### src/rtl/flow_led_sequencer.sv
// One-hot LED chaser driven by rising edges of the blink generator output.
// Supports rotate-left, rotate-right, ping-pong and hold, with registered outputs.
module flow_led_sequencer #(
  parameter int N_LED = 4
) (
  input  logic             CLK,
  input  logic             RSTn,
  input  logic             Step_in,
  input  logic             Enable,
  input  logic [1:0]       Mode,
  output logic [N_LED-1:0] LED_out,
  output logic [3:0]       Pos,
  output logic             Step_pulse,
  output logic             Dir
);

  typedef enum logic {
    UP   = 1'b0,
    DOWN = 1'b1
  } dir_t;

  localparam logic [3:0] POS_LAST = 4'(N_LED - 1);

  logic             s1_q, s2_q, s3_q;
  logic             step;
  logic             adv;
  logic [3:0]       pos_q, pos_d;
  dir_t             dir_q, dir_d;
  logic [N_LED-1:0] led_q, led_d;
  logic             pulse_q, pulse_d;

  assign step    = s2_q & ~s3_q;
  assign adv     = step & Enable;
  assign pulse_d = adv;

  always_comb begin
    pos_d = pos_q;
    dir_d = dir_q;
    if (adv) begin
      case (Mode)
        2'b00: pos_d = (pos_q == POS_LAST) ? 4'd0 : pos_q + 4'd1;
        2'b01: pos_d = (pos_q == 4'd0) ? POS_LAST : pos_q - 4'd1;
        2'b10: begin
          // Endpoints are visited once per bounce: turn around on the step away.
          if (dir_q == UP) begin
            if (pos_q == POS_LAST) begin
              pos_d = POS_LAST - 4'd1;
              dir_d = DOWN;
            end else begin
              pos_d = pos_q + 4'd1;
            end
          end else begin
            if (pos_q == 4'd0) begin
              pos_d = 4'd1;
              dir_d = UP;
            end else begin
              pos_d = pos_q - 4'd1;
            end
          end
        end
        default: ;
      endcase
    end
  end

  for (genvar gi = 0; gi < N_LED; gi++) begin : g_led
    assign led_d[gi] = (pos_d == 4'(gi));
  end

  always_ff @(posedge CLK or negedge RSTn) begin
    if (!RSTn) begin
      s1_q    <= 1'b0;
      s2_q    <= 1'b0;
      s3_q    <= 1'b0;
      pos_q   <= 4'd0;
      dir_q   <= UP;
      led_q   <= N_LED'(1);
      pulse_q <= 1'b0;
    end else begin
      s1_q    <= Step_in;
      s2_q    <= s1_q;
      s3_q    <= s2_q;
      pos_q   <= pos_d;
      dir_q   <= dir_d;
      led_q   <= led_d;
      pulse_q <= pulse_d;
    end
  end

  assign LED_out    = led_q;
  assign Pos        = pos_q;
  assign Dir        = dir_q;
  assign Step_pulse = pulse_q;

endmodule

### config.mk
export PLATFORM = sky130hd
export DESIGN_NAME = flow_led_sequencer
export DESIGN_NICKNAME = d
export VERILOG_FILES = /design/src/rtl/flow_led_sequencer.sv
export SDC_FILE = /design/constraint.sdc
export NUM_CORES = 1
export LEC_CHECK = 0
export ABC_AREA = 1
export BUFFER_PORTS_ARGS = -buffer_cell sky130_fd_sc_hd__buf_2
export CORE_ASPECT_RATIO = 1.5
export CORE_MARGIN = 8
export CORE_UTILIZATION = 39
export CTS_CLUSTER_SIZE = 40
export DETAILED_ROUTE_END_ITERATION = 10
export SLEW_MARGIN = 0
export SYNTH_ARGS = -nofsm -noshare
export SYNTH_HDL_FRONTEND = slang
export SYNTH_SLANG_ARGS = --single-unit
### constraint.sdc
create_clock -name CLK -period 2 [get_ports CLK]
set_input_delay 0.1 -clock CLK [delete_from_list [all_inputs] [get_ports CLK]]
set_output_delay 0.1 -clock CLK [all_outputs]
set_load 0.01 [all_outputs]
==> results of run 1 <==
[layout by cell type (no fill, tap or decap)]
master	Yosys	layout
nand2_1	24	24
buf_2	0	15
dfrtp_1	12	12
inv_1	12	12
nand2_2	10	10
nor2_1	7	7
nand3_1	6	6
nor2_2	4	4
ha_1	3	3
clkbuf_4	0	3
inv_2	2	2
nor2_4	2	2
xor2_1	2	2
nand3_2	2	2
nand4_1	2	2
dlygate4sd3_1	0	2
dfstp_2	1	1
nand3_4	1	1
a21oi_1	1	1
inv_4	1	1
nor2_8	1	1
or2_0	1	1
or2_2	1	1
o21bai_2	1	1
nor3_1	1	1
o21ai_0	1	1
clkbuf_1	0	1
[cell type report]
class | instances | area, µm²
clock buffers | 4 | 26.3
repair buffers | 17 | 95.1
inverters | 15 | 58.8
multi-input cells | 70 | 420
fillers | 210 | 1050
well taps | 22 | 27.5
flip-flops and latches | 13 | 327
[metal layers]
layer,track usage,vias up,wire length [µm]
li1,-,341,-
met1,0.0920,300,617
met2,0.158,9,869
met3,0.0184,4,46
met4,0.0507,0,33
met5,0,-,0
[worst register-to-register path: stages, from the launching register on]
cell	delay [ns]
dfrtp_1	0.46
inv_1	0.13
ha_1	0.26
or2_2	0.29
nand2_1	0.09
nand2_2	0.08
nand2_2	0.08
nand2_1	0.05
nor2_1	0.10
[cell families (layout without fill, tap and decap cells)]
kind of cell    Yosys count  in the layout  synth area share
simple gates             62             62             0.421
buf+inv                  16             36            0.0858
flops                    13             13             0.400
fa+ha+maj                 3              3            0.0459
compound gates            3              3            0.0260
xor+xnor                  2              2            0.0214
[sequential cells by signal, indices dropped and copies added, names as in the netlist]
name        cells
Dir             1
s1_q            1
Step_pulse      1
LED_out         4
s3_q            1
Pos             4
s2_q            1
[stage by stage]
step                      hold WS [ns]  area, µm²   util  worst slack (ns)  std cells
after CTS                        0.156        955  0.477             0.387        141
after global routing             0.172        955  0.477             0.266        141
after floorplan                 -0.196        817      -             0.526         99
final                            0.157        955  0.477             0.406        141
after global placement         -0.0115        908  0.454             0.384        135
after detailed placement      -0.00795        908  0.454             0.401        135
[repair_timing]
action,4_1_cts,5_1_grt
gates resized for setup,0,0
hold buffers,2,0
hold endpoints to repair,14,0
[worst paths after layout]
path	end	startpoint	depth (start not counted)	slack (ns)
max	LED_out[1]	Pos[0]	8	0.41
min	Step_pulse	Enable	3	0.16
max reg2reg	LED_out[1]	Pos[0]	8	0.41
min reg2reg	s2_q	s1_q	0	0.36
max in group asynchronous	LED_out[0]	RSTn	2	1.49
min in group asynchronous	LED_out[2]	RSTn	2	0.23
[report_power, final]
part	switching (mW)	internal [mW]	leakage [nW]	total (mW)
clock	0.0719	0.0772	0.0150	0.149
sequential	0.0663	0.303	0.153	0.370
combinational	0.217	0.140	0.335	0.357
==> results_dict.tcl, run 1 <==
set metrics [dict create \
    initial_core_util 0.408 \
    cts_buffers 3 \
    insertedDiodeCount 0 \
    gp_congestion 0.769 \
    wl_per_cell_um 11.1 \
    die_area_mm2 0.00385 \
    hpwl_um 1340 \
    synth_cell_types 24 \
    arrival_ns 1.79 \
    start_kind "register" \
    synthArstFlopShare 1.00 \
    overflow 0 \
    syn2layout_area_growth_pct 16.8 \
    min_period_over_period 0.797 \
    crit_family "simple AND/OR/NAND/NOR gates" \
    hold_viol 0 \
    crit_buf_inv 1 \
    timing.fmax_mhz 627 \
    hold_path.class "in2reg" \
    cts_root_buf "clkbuf_4" \
    irDropWorstVdd_mv 0.587 \
    powerDensity_mw_per_mm2 918 \
    coreArea_mm2 0.00200 \
    first_pass_iters 4 \
    io_buffers 15 \
    ys.flop_type "dfrtp_1" \
    h-tree-depth 1 \
    synth-edff-count 0 \
    cts_tree "built" \
    skew_ns 0.00387 \
    via_per_inst 4.64 \
    p_leak_nw 0.504 \
    post-cts-setup-buffer-count 0 \
    synth_area_leaders "dfrtp_1, nand2_1, nand2_2, inv_1, ha_1" \
    chipHeight_um 72.1 \
    cp_cell_sequence "inv_1 -> ha_1 -> or2_2 -> nand2_1 -> nand2_2 -> nand2_2 -> nand2_1 -> nor2_1" \
    endpoint_kind "register" \
    num_vias 654 \
    path_clk_slew_ns 0.07 \
    grt_pass1_vias 668 \
    antenna_found_initial 0 \
    yosys.area.top_type "dfrtp_1" \
    clockBufferDepth 2 \
    ys_seq_area_frac 0.400 \
    synth_area_um2 817 \
    setup_viol_count_final 0 \
    die_x_um 53.4 \
    wl_um 1570 \
    globalRouteTotalUtil 0.0898 \
    cp_max_fo 7 \
    critPathSlowestCell "dfrtp_1" \
    drc 0 \
    path_class "reg2reg" \
    initialDrtViolationCount 9 \
    setup_tns_ns 0 \
    nets 129 \
    grt_pass1_wl_um 2680 \
    synth_area_per_cell_um2 8.25 \
    final_max_slew_viol_count 0 \
    slew_headroom 0.712 \
    layout_min_cycle_time_ns 1.59 \
    worstMarginPinSlew_ns 0.432 \
    synth_common_cells "nand2_1, dfrtp_1, inv_1" \
    syn_inst 99 \
    drive_gt1_frac 0.370 \
    synth_nets 108 \
    max_stage_delay_ns 0.46 \
    fp-row-count 20 \
    grt_max_degree 14 \
    detail-route-antenna-nets 0 \
    yosysWarnings 0 \
    synth.top_cell.area_share 0.368 \
    rsz0062_at_grt "false" \
    cp_data_required_time_ns 2.20 \
    cap_violations 0 \
    ys_ff_latch 13 \
    insertion_delay_ns 0.27 \
    cts_sinks 13 \
    yosysMostFrequentCell "nand2_1" \
    status "completed" \
    power_mw 0.876 \
    io_pins 16 \
]
No activity file was read; power rests on OpenSTA's default activity.
==> run 2, diff against run 1 <==
clock period = 1.4 ns   (was 2 ns; I/O delays follow)
==> results_dict.tcl, run 2 (synthesized netlist as in run 1, its figures left out) <==
set metrics [dict create \
    clockBufferDepth 2 \
    path_class "reg2reg" \
    grt_pass1_vias 715 \
    violations "setup timing" \
    hpwl_um 1400 \
    status "finished with violations" \
    powerDensity_mw_per_mm2 1390 \
    p_leak_nw 0.567 \
    insertedDiodeCount 0 \
    detail-route-antenna-nets 0 \
    syn2layout_area_growth_pct 39.7 \
    worstMarginPinSlew_ns 0.282 \
    first_pass_iters 5 \
    arrival_ns 1.62 \
    io_pins 16 \
    overflow 0 \
    timing.fmax_mhz 714 \
    endpoint_kind "register" \
    cts_sinks 13 \
    slew_headroom 0.812 \
    initial_core_util 0.408 \
    final_max_slew_viol_count 0 \
    gp_congestion 0.807 \
    r2r-start "Pos[0]" \
    grt_pass1_wl_um 2840 \
    layout_min_cycle_time_ns 1.40 \
    r2r_end "LED_out[0]" \
    ff2ff_path_depth 10 \
    final_cell_mix "nand2_1, buf_2, nand2_2" \
    crit_start "Pos[0]" \
    via_per_inst 4.73 \
    drc 0 \
    nets 137 \
    die_x_um 53.4 \
    skew_ns 0.00291 \
    rsz0062_at_grt "true" \
    cp_cell_sequence "inv_4 -> ha_4 -> nand2_4 -> nor2_4 -> nor2_2 -> nand2_1 -> nand3_2 -> nand2_2 -> nand2_4 -> nor2_1" \
    initialDrtViolationCount 4 \
    hold_viol 0 \
    coreArea_mm2 0.00200 \
    cp_data_required_time_ns 1.62 \
    crit_end "LED_out[0]" \
    cts_tree "built" \
    num_vias 705 \
    chipHeight_um 72.1 \
    hold_path.class "in2reg" \
    path_clk_slew_ns 0.07 \
    grt_max_degree 14 \
    critPathSlowestCell "dfrtp_2" \
    cts_root_buf "clkbuf_4" \
    drive_gt1_frac 0.575 \
    setup_viol_count_final 1 \
    fin_ws_ns -0.0000416 \
    antenna_found_initial 0 \
    power_mw 1.58 \
    insertion_delay_ns 0.28 \
    cap_violations 0 \
    r2r_slack_ns -0.00004 \
    setup_tns_ns -0.0000416 \
    cts_buffers 3 \
    fp-row-count 20 \
    wl_per_cell_um 12.4 \
    final_common_cell "nand2_1" \
    start_kind "register" \
    globalRouteTotalUtil 0.0970 \
    min_period_over_period 1.00 \
    irDropWorstVdd_mv 0.704 \
    cp_common_cell "nand2_4" \
    wl_um 1840 \
    max_stage_delay_ns 0.45 \
    cp_max_fo 4 \
    die_area_mm2 0.00385 \
    h-tree-depth 1 \
    io_buffers 15 \
]
run 2: per-layer routing:
layer / track usage / vias to the layer above / part of all wire
met2: 0.171 / 9 / 0.55
met1: 0.0933 / 336 / 0.40
met4: 0.0676 / 0 / 0.023
li1: - / 356 / -
met5: 0 / - / 0
met3: 0.0204 / 4 / 0.030
run 2: metrics by stage:
| step | cells | instance area, µm² | utilization | worst slack (ns) | hold slack (ns) |
|---|---|---|---|---|---|
| final | 149 | 1140 | 0.570 | -0.0000416 | 0.118 |
| after global routing | 149 | 1140 | 0.570 | -0.103 | 0.118 |
| after CTS | 148 | 1050 | 0.523 | -0.0125 | 0.108 |
| after detailed placement | 142 | 978 | 0.489 | -0.0404 | -0.0324 |
| after global placement | 142 | 978 | 0.489 | -0.0294 | -0.0410 |
| after floorplan | 99 | 822 | - | 0.0116 | -0.226 |
run 2: worst min-delay path by stage:
stage               startpoint         end  cells after the start
floorplan                 RSTn         Dir                      0
global placement          RSTn      Pos[3]                      1
detailed placement        RSTn      Pos[2]                      1
CTS                     Enable  Step_pulse                      3
global route            Enable  Step_pulse                      3
finish                  Enable  Step_pulse                      3
run 2: area by class of cell:
type	instances	area, µm²
fillers	184	861
repair buffers	25	184
flip-flops and latches	13	330
clock buffers	3	22.5
clock inverters	1	5.00
multi-input cells	70	510
inverters	15	61.3
well taps	22	27.5
run 2: power breakdown:
| part | leakage (nW) | switching, mW | internal, mW |
|---|---|---|---|
| Combinational | 0.398 | 0.431 | 0.394 |
| Clock | 0.0177 | 0.117 | 0.106 |
| Sequential | 0.151 | 0.0950 | 0.439 |
| Total | 0.567 | 0.643 | 0.939 |
run 2: what timing repair did:
| item | 4_1_cts | 5_1_grt |
|---|---|---|
| hold buffers | 2 | 0 |
| pin swaps | 6 | 6 |
| endpoints found under the hold margin | 14 | 0 |
| setup buffers | 1 | 1 |
| endpoints found under the setup margin | 4 | 5 |
| resized for setup | 7 | 17 |
run 2: worst max-delay path: cells and delay by family, from the launching register on:
family,cells,cell delay [ns]
fa+ha+maj,1,0.16
buf+inv,1,0.09
flops,1,0.45
simple gates,8,0.64
